## src/rtl/game_pkg.sv

```systemverilog
// Shared types and constants for the pointer/obstacle collision logic.
// Holds FSM encoding, lives width and default cursor hit-box size.
package game_pkg;

   typedef enum logic [1:0] {
      ST_IDLE   = 2'd0,
      ST_ARMED  = 2'd1,
      ST_INVULN = 2'd2,
      ST_OVER   = 2'd3
   } state_t;

   localparam int LIVES_W      = 3;
   localparam int CNT_W        = 8;
   localparam int CURSOR_W_DEF = 16;
   localparam int CURSOR_H_DEF = 16;

   // lo <= v < lo+len, sum widened to 13 bits so it never wraps
   function automatic logic in_span(
      input logic [11:0] lo,
      input logic [11:0] v,
      input int          len
   );
      logic [12:0] hi;
      hi = {1'b0, lo} + 13'(len);
      return (v >= lo) && ({1'b0, v} < hi);
   endfunction

endpackage

```

## src/rtl/edge_detect.sv

```systemverilog
// Registered rising-edge detector; rise is one cycle wide and
// appears the cycle after sig is first sampled high.
module edge_detect (
   input  logic pclk,
   input  logic rst,
   input  logic sig,
   output logic rise
);

   logic sig_q;

   always_ff @(posedge pclk or negedge rst) begin
      if (!rst) begin
         sig_q <= 1'b0;
         rise  <= 1'b0;
      end else begin
         sig_q <= sig;
         rise  <= sig & ~sig_q;
      end
   end

endmodule

```

## src/rtl/collision_detector.sv

```systemverilog
// Pointer/obstacle collision, per-frame hit and lives tracking.
// Immunity after a hit is built only when COLLISION_INVULN_EN is defined.
module collision_detector
   import game_pkg::*;
#(
   parameter int CURSOR_W      = CURSOR_W_DEF,
   parameter int CURSOR_H      = CURSOR_H_DEF,
   parameter int LIVES_INIT    = 3,
   parameter int INVULN_FRAMES = 60
) (
   input  logic               pclk,
   input  logic               rst,
   input  logic               game_on,
   input  logic               vsync_in,
   input  logic [11:0]        obstacle_x,
   input  logic [11:0]        obstacle_y,
   input  logic [11:0]        mouse_xpos,
   input  logic [11:0]        mouse_ypos,
   output logic               hit,
   output logic [LIVES_W-1:0] lives,
   output logic               invuln,
   output logic               game_over
);

   localparam logic [LIVES_W-1:0] LIVES_RST = LIVES_W'(LIVES_INIT);

   if (LIVES_INIT < 1 || LIVES_INIT > 7) begin : g_bad_lives
      $error("LIVES_INIT out of range");
   end
   if (INVULN_FRAMES < 1 || INVULN_FRAMES > 255) begin : g_bad_frames
      $error("INVULN_FRAMES out of range");
   end

   state_t             state, state_nx;
   logic [LIVES_W-1:0] lives_q, lives_nx;
   logic               overlap_c, overlap_r;
   logic               frame_tick;
   logic               sticky;
   logic               hit_c;
   logic               struck;

   assign overlap_c = (|{obstacle_x, obstacle_y})
                    && in_span(mouse_xpos, obstacle_x, CURSOR_W)
                    && in_span(mouse_ypos, obstacle_y, CURSOR_H);

   edge_detect u_vs_edge (
      .pclk (pclk),
      .rst  (rst),
      .sig  (vsync_in),
      .rise (frame_tick)
   );

   // an overlap landing on the tick cycle still belongs to the old frame
   assign struck = frame_tick && (sticky || overlap_r);

`ifdef COLLISION_INVULN_EN
   localparam logic [CNT_W-1:0] CNT_INIT = CNT_W'(INVULN_FRAMES);
   logic [CNT_W-1:0] cnt_q, cnt_nx;
`endif

   always_comb begin
      state_nx = state;
      lives_nx = lives_q;
      hit_c    = 1'b0;
`ifdef COLLISION_INVULN_EN
      cnt_nx   = cnt_q;
`endif
      unique case (state)
         ST_IDLE: begin
            if (game_on) state_nx = ST_ARMED;
         end
         ST_ARMED: begin
            if (!game_on) begin
               state_nx = ST_IDLE;
            end else if (struck) begin
               hit_c = 1'b1;
               if (lives_q <= LIVES_W'(1)) begin
                  lives_nx = '0;
                  state_nx = ST_OVER;
               end else begin
                  lives_nx = lives_q - LIVES_W'(1);
`ifdef COLLISION_INVULN_EN
                  state_nx = ST_INVULN;
                  cnt_nx   = CNT_INIT;
`endif
               end
            end
         end
         ST_INVULN: begin
`ifdef COLLISION_INVULN_EN
            if (!game_on) begin
               state_nx = ST_IDLE;
            end else if (frame_tick) begin
               if (cnt_q == CNT_W'(1)) begin
                  state_nx = ST_ARMED;
                  cnt_nx   = '0;
               end else begin
                  cnt_nx = cnt_q - CNT_W'(1);
               end
            end
`else
            state_nx = ST_IDLE;
`endif
         end
         ST_OVER: begin
            lives_nx = '0;
            if (!game_on) state_nx = ST_IDLE;
         end
         default: state_nx = ST_IDLE;
      endcase
      if (state_nx == ST_IDLE) begin
         lives_nx = LIVES_RST;
`ifdef COLLISION_INVULN_EN
         cnt_nx   = '0;
`endif
      end
   end

   always_ff @(posedge pclk or negedge rst) begin
      if (!rst) begin
         state     <= ST_IDLE;
         lives_q   <= LIVES_RST;
         overlap_r <= 1'b0;
         sticky    <= 1'b0;
      end else begin
         state     <= state_nx;
         lives_q   <= lives_nx;
         overlap_r <= overlap_c;
         if (state == ST_IDLE || frame_tick)
            sticky <= 1'b0;
         else if (overlap_r)
            sticky <= 1'b1;
      end
   end

`ifdef COLLISION_INVULN_EN
   always_ff @(posedge pclk or negedge rst) begin
      if (!rst) cnt_q <= '0;
      else      cnt_q <= cnt_nx;
   end

   assign invuln = (state == ST_INVULN);
`else
   assign invuln = 1'b0;
`endif

   assign hit       = hit_c;
   assign lives     = lives_q;
   assign game_over = (state == ST_OVER);

endmodule
```

## config.mk

```make
export PLATFORM = sky130hd
export DESIGN_NAME = collision_detector
export DESIGN_NICKNAME = d
export VERILOG_FILES = /design/src/rtl/game_pkg.sv /design/src/rtl/edge_detect.sv /design/src/rtl/collision_detector.sv
export SDC_FILE = /design/constraint.sdc
export NUM_CORES = 1
export LEC_CHECK = 0
export BUFFER_PORTS_ARGS = -buffer_cell sky130_fd_sc_hd__buf_2
export CAP_MARGIN = 20
export CORE_UTILIZATION = 51
export CTS_CLUSTER_DIAMETER = 100
export DETAILED_ROUTE_END_ITERATION = 10
export GPL_TIMING_DRIVEN = 0
export PLACE_DENSITY = 0.81
export SYNTH_ARGS = -nofsm -noshare
export SYNTH_HDL_FRONTEND = slang
export SYNTH_SLANG_ARGS = --single-unit
```

## constraint.sdc

```tcl
create_clock -name pclk -period 2.33 [get_ports pclk]
set_input_delay 0.466 -clock pclk [delete_from_list [all_inputs] [get_ports pclk]]
set_output_delay 0.466 -clock pclk [all_outputs]
set_load 0.05 [all_outputs]
```

==> metrics <==
outcome=finished, final reports clean; H-Tree Depth=1; Pwr Total=0.574 mW; CTS Hold Bufs=0; number of synthesized flops with an enable pin=0; Worst Setup End Kind=register; Layout Utilization=67.2%; Routability Congestion=0.880; Post-Syn Nets=311; family with the most delay on the worst path=simple AND/OR/NAND/NOR gates; simple-gate share of the synthesized area=24.4%; dpl hpwl=3150 µm; Ys Warns=0; Synth cell types=36; Die Width=59.6 µm; critical path type=in2reg; synthesized area=1690 µm²; die height=59.6 µm; register area share after synthesis=13.5%; Max clock buf depth=2; final WL=3600 µm; Post-Synth XOR/XNOR Area=6.22%; clock slew seen by the registers of the worst setup and hold paths=60 ps; Primary FF master, synth=dfrtp_1; reg2reg path depth=6; 1st-iter DRT viols=73; ANT cells=0; max-cap violation count=0; Tot GR Track Use=21.6%; mux contribution to synthesized area=0%; asr flop ratio synth=100%; # clock sinks=9; # DRC=0; Pre-antenna DRT Iters=4; Critical Path AT=2340 ps; CP Depth=11; main combinational cell family by area after synthesis=adder cells; setup violators final=0; Vias=1,700; class of the worst hold path=in2async; Site Rows=20; Post-Syn Instances=215; crit path launch=mouse_xpos[4]; number of global-route vias before repair=1,561; most frequent cells in the layout=buf_2 (56), ha_1 (44), inv_1 (30), a21oi_1 (19), nand3_1 (15); Port Buffer Count=56; Worst Setup EP=overlap_r$_DFF_PN0_; worst-skew pair later-pin latency=250 ps; period utilisation layout=93.6%; RR Endpoint=lives[2]$_DFFE_PN0P_; most common cell after layout, fill and taps aside=buf_2; most frequent cell on the critical path=ha_1; TritonCTS buffer count=3; wire length of the first global-routing pass=6020 µm; crit-path cells=buf_2 -> ha_1 -> and4_4 -> nand2_1 -> xnor2_1 -> ha_1 -> nand3_2 -> a41oi_2 -> a221oi_2 -> nand3_1 -> nor4b_2; drt wl/cell=11.3 µm; core area=3100 µm²; clock skew=2.65 ps; slowest stage delay, CP=300 ps; post-synthesis compound-gate area fraction=15.8%; Worst EP required=2490 ps; RR Startpoint=lives[1]$_DFFE_PN1P_; reg-to-reg slack, setup=590 ps; worst slack at placement=-272 ps; CP max stage cell=ha_1; Pwr Density=275 nW/µm²; largest net degree at the start of global routing=10; initial antenna violation count=0; fin. max-slew vios=0; leakage=1.12 nW; buffers plus inverters on the worst setup path=1; Startpoint Class=input pin; Initial Util=54.4%; Antenna Nets Post-Route=0; Synth-to-Final Area Change=23.4%; TritonCTS clock tree=yes; adder-cell share of the synthesized area=32.6%; share of layout cells above drive strength 1=26.8%; Worst VDD drop=0.131 mV; Net count, final=373; GR Overflow Total=0; vias per inst=5.31; count of final hold-check violations=0; die area=3550 µm²; Root Buffer=clkbuf_4; setup ws final=150 ps; number of synthesized register bits=9; post-synthesis average cell area=7.86 µm²; Ports=58; min cycle time layout=2180 ps; Crit Path Max Fanout=4; Max Clock Freq=459 MHz
registers in the layout (all words and copies together) (netlist names):
name and count:
lives 3, state 2, overlap_r 1, sticky 1, u_vs_edge.rise 1, u_vs_edge.sig_q 1
cell families (layout without fill, tap and decap cells):
group / Yosys count / after routing
and+or+nand+nor: 74 / 74
adders and majority gates: 44 / 44
AOI/OAI and AO/OA: 43 / 43
buffers and inverters: 32 / 93
xor gates and xnor gates: 12 / 12
DFF: 9 / 9
other: 1 / 1
synth_stat cells, types with 2 or more instances:
| cell | number | area (µm²) |
|---|---|---|
| xnor2_1 | 12 | 105 |
| inv_1 | 31 | 116 |
| nor2_1 | 8 | 30.0 |
| nor4_1 | 7 | 43.8 |
| nand2_1 | 11 | 41.3 |
| and3_1 | 3 | 18.8 |
| dfstp_2 | 2 | 52.6 |
| ha_1 | 44 | 551 |
| nand3_1 | 17 | 85.1 |
| o21ai_0 | 12 | 60.1 |
| a211oi_1 | 2 | 15.0 |
| and4_1 | 3 | 26.3 |
| a21oi_1 | 19 | 95.1 |
| a21o_1 | 2 | 15.0 |
| nor3_1 | 7 | 35.0 |
| o311ai_0 | 2 | 17.5 |
| nand3b_1 | 2 | 15.0 |
| nor2b_1 | 3 | 18.8 |
| nand4_1 | 3 | 18.8 |
| nand2b_1 | 3 | 18.8 |
| dfrtp_1 | 7 | 175 |
per-layer routing:
metal / vias up / part of all wire, % / global-route usage (%) / routed length, µm
li1: 898 / - / - / -
met1: 757 / 48 / 27.9 / 1720
met2: 43 / 49 / 40.0 / 1760
met3: 2 / 3.3 / 1.97 / 120
met4: 0 / 0.31 / 1.99 / 11
met5: - / 0 / 0 / 0
how the worst min path moves through the flow:
stage	to	cells after the start	from
after floorplan	lives[2]$_DFFE_PN0P_	0	rst
after global placement	lives[2]$_DFFE_PN0P_	1	rst
after detailed placement	lives[2]$_DFFE_PN0P_	1	rst
after CTS	lives[2]$_DFFE_PN0P_	1	rst
after global routing	state[1]$_DFF_PN0_	1	rst
final	lives[2]$_DFFE_PN0P_	1	rst
worst reg2reg max path, stage by stage, from the launching register on:
cell,delay [ps]
dfstp_2,550
inv_1,60
ha_1,160
o21ba_2,220
nor2_1,60
or4_1,470
a21oi_1,140
per-stage QoR:
| step | area [µm²] | setup TNS (ps) | hold slack [ps] | instances |
|---|---|---|---|---|
| after floorplan | 1690 | 0 | 170 | 215 |
| after global placement | 2020 | -233 | 321 | 315 |
| after detailed placement | 2020 | -272 | 321 | 315 |
| after CTS | 2060 | 0 | 50.2 | 319 |
| after global routing | 2080 | -13.2 | 57.4 | 320 |
| final | 2080 | 0 | 48.7 | 320 |
timing repair:
item,CTS,global route
setup endpoints to repair,1,1
endpoints found under the hold margin,0,0
pin swaps,0,10
setup buffers,0,1
resized for setup,1,5
area by class of cell:
type                            instances  area (µm²)
Inverter                               31         116
Buffer                                  1        7.51
Timing Repair Buffer                   57         288
Clock buffer                            4        26.3
Tap cell                               44        55.1
Fill cell                             292        1020
Sequential cell                         9         228
Multi-Input combinational cell        174        1360
report_power, final:
group,switching [mW],internal (mW),total [mW]
logic,0.158,0.134,0.292
clock network,0.0514,0.0658,0.117
registers,0.00286,0.162,0.165
total,0.212,0.362,0.574
Note: power is estimated with default switching activity, not from simulation.
